**config.mk**
```make
export PLATFORM = sky130hd
export DESIGN_NAME = sparse_cartesian_pe
export DESIGN_NICKNAME = d
export VERILOG_FILES = /design/src/rtl/sparse_cnn_pkg.sv /design/src/rtl/sparse_lane_mac.sv /design/src/rtl/sparse_cartesian_pe.sv
export SDC_FILE = /design/constraint.sdc
export NUM_CORES = 2
export LEC_CHECK = 0
export CAP_MARGIN = 5
export CORE_MARGIN = 3
export CORE_UTILIZATION = 67
export DETAILED_ROUTE_END_ITERATION = 7
export MAX_ROUTING_LAYER = met4
export PLACE_DENSITY = 0.9
export SLEW_MARGIN = 0
export SYNTH_ARGS = -nofsm -noshare
export SYNTH_HDL_FRONTEND = slang
export SYNTH_HIERARCHICAL = 1
export SYNTH_SLANG_ARGS = --single-unit
```
**constraint.sdc**
```tcl
create_clock -name clk -period 16.2 [get_ports clk]
set_clock_uncertainty 0.15 [all_clocks]
set_input_delay 3.24 -clock clk [delete_from_list [all_inputs] [get_ports clk]]
set_output_delay 3.24 -clock clk [all_outputs]
set_load 0.01 [all_outputs]
```
**src/rtl/sparse_cnn_pkg.sv**
```systemverilog
// Shared types, default sizes and the signed saturation helper for the sparse CNN PE.
package sparse_cnn_pkg;

    typedef enum logic [1:0] {
        ST_IDLE  = 2'd0,
        ST_RUN   = 2'd1,
        ST_DRAIN = 2'd2
    } pe_state_t;

    localparam int unsigned LANES_DEF   = 4;
    localparam int unsigned WL_DEF      = 16;
    localparam int unsigned DWL_DEF     = 32;
    localparam int unsigned CW_DEF      = 5;
    localparam int unsigned OUT_DIM_DEF = 28;
    localparam int unsigned CHW_DEF     = 6;
    localparam int unsigned NW_DEF      = 8;
    localparam int unsigned SAT_W       = 64;

    // Clamp a sign-extended value into the signed range of a dwl-bit word.
    function automatic logic signed [SAT_W-1:0] sat_signed(
        input logic signed [SAT_W-1:0] value,
        input int unsigned             dwl
    );
        logic signed [SAT_W-1:0] max_v;
        logic signed [SAT_W-1:0] min_v;
        max_v = (64'sd1 <<< (dwl - 1)) - 64'sd1;
        min_v = -max_v - 64'sd1;
        if (value > max_v) begin
            return max_v;
        end
        if (value < min_v) begin
            return min_v;
        end
        return value;
    endfunction

endpackage

```
**src/rtl/sparse_lane_mac.sv**
```systemverilog
// One lane of the Cartesian product: signed multiply, wrap or saturate, coordinate add, bounds mask.
// Saturation is selected with SPARSE_PE_SAT_EN; the default build wraps.
module sparse_lane_mac
    import sparse_cnn_pkg::*;
#(
    parameter int unsigned WL      = WL_DEF,
    parameter int unsigned DWL     = DWL_DEF,
    parameter int unsigned CW      = CW_DEF,
    parameter int unsigned OUT_DIM = OUT_DIM_DEF
) (
    input  logic [WL-1:0]  act,
    input  logic [WL-1:0]  weight,
    input  logic [CW-1:0]  act_row,
    input  logic [CW-1:0]  act_col,
    input  logic [CW-1:0]  w_row,
    input  logic [CW-1:0]  w_col,
    input  logic           act_mask,
    output logic [DWL-1:0] prod_c,
    output logic [CW-1:0]  row_c,
    output logic [CW-1:0]  col_c,
    output logic           mask_c
);

    logic signed [2*WL-1:0] prod_full;
    logic [DWL-1:0]         prod_red;
    logic [CW:0]            row_sum;
    logic [CW:0]            col_sum;
    logic                   in_bounds;

    assign prod_full = (2*WL)'($signed(act)) * (2*WL)'($signed(weight));

`ifdef SPARSE_PE_SAT_EN
    assign prod_red = DWL'(sat_signed(SAT_W'(prod_full), DWL));
`else
    assign prod_red = DWL'(prod_full);
`endif

    // Sums carry one extra bit so an overflow past the plane edge is still detected.
    assign row_sum   = {1'b0, act_row} + {1'b0, w_row};
    assign col_sum   = {1'b0, act_col} + {1'b0, w_col};
    assign in_bounds = (row_sum < (CW+1)'(OUT_DIM)) && (col_sum < (CW+1)'(OUT_DIM));

    assign prod_c = act_mask ? prod_red : '0;
    assign row_c  = row_sum[CW-1:0];
    assign col_c  = col_sum[CW-1:0];
    assign mask_c = act_mask && in_bounds;

endmodule

```
**src/rtl/sparse_cartesian_pe.sv**
```systemverilog
// Sparse Cartesian-product PE: one activation bundle times a stream of weights, one bundle per cycle.
// Optional product saturation with SPARSE_PE_SAT_EN (default: two's-complement wrap).
module sparse_cartesian_pe
    import sparse_cnn_pkg::*;
#(
    parameter int unsigned LANES   = LANES_DEF,
    parameter int unsigned WL      = WL_DEF,
    parameter int unsigned DWL     = DWL_DEF,
    parameter int unsigned CW      = CW_DEF,
    parameter int unsigned OUT_DIM = OUT_DIM_DEF,
    parameter int unsigned CHW     = CHW_DEF,
    parameter int unsigned NW      = NW_DEF
) (
    input  logic                 clk,
    input  logic                 irst,
    input  logic                 act_valid,
    output logic                 act_ready,
    input  logic [LANES*WL-1:0]  act_data,
    input  logic [LANES*CW-1:0]  act_rows,
    input  logic [LANES*CW-1:0]  act_cols,
    input  logic [LANES-1:0]     act_mask,
    input  logic [CHW-1:0]       act_channel,
    input  logic [NW-1:0]        w_count,
    input  logic                 w_valid,
    output logic                 w_ready,
    input  logic [WL-1:0]        weight,
    input  logic [CW-1:0]        w_row,
    input  logic [CW-1:0]        w_col,
    output logic                 out_valid,
    input  logic                 out_ready,
    output logic [LANES*DWL-1:0] data_out,
    output logic [LANES*CW-1:0]  out_rows,
    output logic [LANES*CW-1:0]  out_cols,
    output logic [LANES-1:0]     out_mask,
    output logic [CHW-1:0]       out_channel,
    output logic [NW-1:0]        curr_weight,
    output logic                 busy
);

    pe_state_t state;
    pe_state_t state_next;

    logic [LANES*WL-1:0]  act_data_q;
    logic [LANES*CW-1:0]  act_rows_q;
    logic [LANES*CW-1:0]  act_cols_q;
    logic [LANES-1:0]     act_mask_q;
    logic [CHW-1:0]       act_channel_q;
    logic [NW-1:0]        w_count_q;

    logic [LANES*DWL-1:0] lane_prod;
    logic [LANES*CW-1:0]  lane_row;
    logic [LANES*CW-1:0]  lane_col;
    logic [LANES-1:0]     lane_mask;

    logic act_fire;
    logic w_fire;
    logic w_last;

    assign act_ready = (state == ST_IDLE);
    assign w_ready   = (state == ST_RUN) && (!out_valid || out_ready);
    assign busy      = (state != ST_IDLE);
    assign act_fire  = act_valid && act_ready;
    assign w_fire    = w_valid && w_ready;
    assign w_last    = ((curr_weight + NW'(1)) == w_count_q);

    for (genvar i = 0; i < int'(LANES); i++) begin : g_lane
        sparse_lane_mac #(
            .WL      (WL),
            .DWL     (DWL),
            .CW      (CW),
            .OUT_DIM (OUT_DIM)
        ) u_mac (
            .act      (act_data_q[i*WL +: WL]),
            .weight   (weight),
            .act_row  (act_rows_q[i*CW +: CW]),
            .act_col  (act_cols_q[i*CW +: CW]),
            .w_row    (w_row),
            .w_col    (w_col),
            .act_mask (act_mask_q[i]),
            .prod_c   (lane_prod[i*DWL +: DWL]),
            .row_c    (lane_row[i*CW +: CW]),
            .col_c    (lane_col[i*CW +: CW]),
            .mask_c   (lane_mask[i])
        );
    end

    always_ff @(posedge clk) begin
        if (irst) begin
            state <= ST_IDLE;
        end else begin
            state <= state_next;
        end
    end

    always_comb begin
        state_next = state;
        case (state)
            ST_IDLE: begin
                if (act_fire && (w_count != '0)) begin
                    state_next = ST_RUN;
                end
            end
            ST_RUN: begin
                if (w_fire && w_last) begin
                    state_next = ST_DRAIN;
                end
            end
            ST_DRAIN: begin
                if (!out_valid || out_ready) begin
                    state_next = ST_IDLE;
                end
            end
            default: state_next = ST_IDLE;
        endcase
    end

    // Activation capture, weight counter and the single output register stage.
    always_ff @(posedge clk) begin
        if (irst) begin
            act_data_q    <= '0;
            act_rows_q    <= '0;
            act_cols_q    <= '0;
            act_mask_q    <= '0;
            act_channel_q <= '0;
            w_count_q     <= '0;
            curr_weight   <= '0;
            out_valid     <= 1'b0;
            data_out      <= '0;
            out_rows      <= '0;
            out_cols      <= '0;
            out_mask      <= '0;
            out_channel   <= '0;
        end else begin
            if (act_fire) begin
                act_data_q    <= act_data;
                act_rows_q    <= act_rows;
                act_cols_q    <= act_cols;
                act_mask_q    <= act_mask;
                act_channel_q <= act_channel;
                w_count_q     <= w_count;
                curr_weight   <= '0;
            end
            if (w_fire) begin
                out_valid   <= 1'b1;
                data_out    <= lane_prod;
                out_rows    <= lane_row;
                out_cols    <= lane_col;
                out_mask    <= lane_mask;
                out_channel <= act_channel_q;
                curr_weight <= curr_weight + NW'(1);
            end else if (out_ready) begin
                out_valid <= 1'b0;
            end
        end
    end

endmodule
```
==> run summary <==
Synthesized flop and latch total - 311
Vias per cell - 5.78
# resized after CTS - 0
Port bufs - 342
Avg WL per Cell - 19.7 um
Switching share of power - 50.4%
Multi-input logic area - 40,700 sq um
Hold slack - 0.304 ns
First-pass GRT wire length - 237 mm
P_leak - 27.9 nW
Fmax - 0.0991 GHz
Pins over their slew limit - 0
Layout cell share with drive strength beyond 1 - 2.64%
Logic pwr share - 73.6%
Gate Count Post-Synth - 6,104
Pre-CTS setup slack - 5.56 ns
Syn Std Cell Area - 52,600 sq um
Synthesized area per cell - 8.62 sq um
Synth area leader - fa_1
Sw Pwr - 3.43 mW
Status - finished clean
Setup ws final - 6.11 ns
Max clock buf depth - 3
Worst VDD drop - 0.000114 V
Hold WC Path Type - flip-flop to flip-flop
CP Max Fanout - 42
Worst slew margin - 27.0%
Synthesized net count - 7,682
Element type at the critical path start - input port
Final ANT Viol Nets - 0
Worst path arrival time - 10.38 ns
Vias in the first global route - 46.5k
Internal power - 3.38 mW
Area share of the largest cell type after synthesis - 40.2%
FP Rows - 102
Yosys warnings - 6
1st-iter DRT viols - 3,376
Layout Nets - 7,848
Clock latency on the worst-skew pair - 0.60 ns
Share of power burned in registers - 13.2%
IO Count - 343
Ys flop type - dfxtp_1
Clk sink count - 311
Post-CTS Setup Repair Bufs - 0
Core Area - 77,600 sq um
Initial Utilization - 67.8%
Max cap viols - 0
Final setup TNS - 0 ns
GRT Total Usage - 37.5%
Setup violations, final - 0
CTS H-tree depth - 2
Fraction of registers with async set/reset - 0%
Post-synthesis sequential area ratio - 11.8%
Setup crit end kind - flip-flop
Total clock buffers created by CTS - 38
Final count of hold timing violations - 0
Detailed Route WL - 145 mm
Die area - 81,900 sq um
Setup CP Type - input port to flip-flop
Die width - 286 um
Area contributors post-synth - fa_1 (40%), dfxtp_1 (12%), inv_1 (8.9%)
Reg clk slew, reported paths - 0.06 ns
Hold-fix buffer count after cts - 0
Post-DP HPWL - 108 mm
RSZ-0062 raised after global routing - no
Min Tclk post-route - 10.09 ns
Fill cells - 5,400
Total global routing overflow - 0
FF/Latch Area - 6230 sq um
Critical Path RT - 16.49 ns
Antenna violations before repair - 1
Largest net degree at the start of global routing - 141
Least-Margin Pin Slew - 1.09 ns
PwrDens - 118 nW/um^2
Number of distinct library cells after synthesis - 93
CTS tree - done
Die Span Y - 286 um
Fin crit share - 62.3%
Placer congestion estimate - 0.955
Root Driver - clkbuf_16
Routed via count - 42.4k
Clock network fraction of total power - 13.3%
Number of synthesized flops with an enable pin - 0
# DRC - 0
Most frequent cells in the layout - inv_1 (1,250), nand2_1 (1,142), fa_1 (1,056)
Drt first pass iters - 6
P&R area growth vs syn - 9.94%
Commonest non-fill, non-tap cell in the layout - inv_1
[Yosys cell counts, drive strengths merged, types with 12 or more instances]
library cell and count:
xor2 42, fa 1056, a211oi 24, xnor2 105
o21a 19, buf 29, nand2b 34, nor2 182
ha 369, and3 17, nor2b 22, a21o 40
inv 1250, clkbuf 220, dfxtp 311, and2 521
a31oi 12, nor3 26, nand3 31, o21ai 87
a21oi 421, nand2 1144
[final timing paths]
path / depth (start not counted) / slack, ns / end / start
worst min register to register: 2 / 0.30 / data_out[90] / data_out[90]
worst max-delay path: 22 / 6.11 / data_out[93] / weight[3]
worst max register to register: 21 / 8.83 / data_out[61] / act_data_q[31]
worst min-delay path: 2 / 0.30 / data_out[90] / data_out[90]
[sequential cells by signal, summed over array words and instances (netlist names), 6 cells and up]
register and cells:
act_channel_q 6, act_cols_q 20, act_data_q 64, act_rows_q 20, curr_weight 8, data_out 128
out_channel 6, out_cols 20, out_rows 20, w_count_q 8
[through the flow]
step | std cells | power (mW) | utilization (%) | cell area, sq um
4_1_cts | 7337 | 6.77 | 74.5 | 57800
5_1_grt | 7338 | 7.48 | 74.5 | 57800
6_report | 7339 | 6.81 | 74.5 | 57800
2_1_floorplan | 6104 | 4.60 | - | 52600
3_3_place_gp | 7270 | 5.66 | 72.8 | 56500
3_5_place_dp | 7270 | 5.82 | 72.8 | 56500
[cell type report]
cell class | instances | area share [%]
repair buffers | 376 | 6.24
flip-flops and latches | 311 | 10.8
diodes | 2 | 0.00866
clock inverters | 17 | 0.428
inverters | 1250 | 8.12
well taps | 1040 | 2.25
multi-input cells | 4293 | 70.4
clock buffers | 50 | 1.83
[worst max-delay path, cell delays in order]
cell and delay [ns]:
buf_2 0.44, buf_4 0.54, and2_1 0.22, fa_1 0.56, fa_1 0.96, fa_1 0.54, fa_1 0.50, fa_1 0.50
inv_1 0.06, fa_1 0.49, inv_1 0.04, ha_1 0.32, a21o_1 0.22, a211o_1 0.35, and2_1 0.16, a31o_1 0.22
or4_4 0.43, a31oi_2 0.19, xor2_1 0.15, nor2_1 0.05, nand2_1 0.08, a21oi_1 0.07
[cell families (layout without fill, tap and decap cells)]
| family | Yosys count | count (layout) | synth area share, % |
|---|---|---|---|
| AOI/OAI and AO/OA | 686 | 686 | 7.87 |
| xor gates and xnor gates | 147 | 147 | 2.45 |
| adders and majority gates | 1425 | 1425 | 49.0 |
| buffers and inverters | 1500 | 1693 | 10.8 |
| DFF | 311 | 311 | 11.8 |
| muxes | 8 | 8 | 0.152 |
| other | 0 | 2 | 0 |
| and+or+nand+nor | 2027 | 2027 | 17.9 |
[layer usage]
| metal | GRT usage [%] | share of wire (%) | vias to the layer above |
|---|---|---|---|
| met2 | 60.7 | 48 | 2328 |
| li1 | - | - | 18600 |
| met4 | 15.8 | 4.8 | 0 |
| met3 | 9.65 | 11 | 527 |
| met5 | - | 0 | - |
| met1 | 44.8 | 36 | 20900 |
[power by group through the flow]
stage	clock network [mW]	registers [mW]	logic, mW
3_3_place_gp	0	0.905	4.76
4_1_cts	0.915	0.893	4.96
5_1_grt	0.941	0.901	5.64
2_1_floorplan	0	0.859	3.74
6_report	0.903	0.896	5.01
3_5_place_dp	0	0.908	4.91
(Power assumes the default switching activity.)
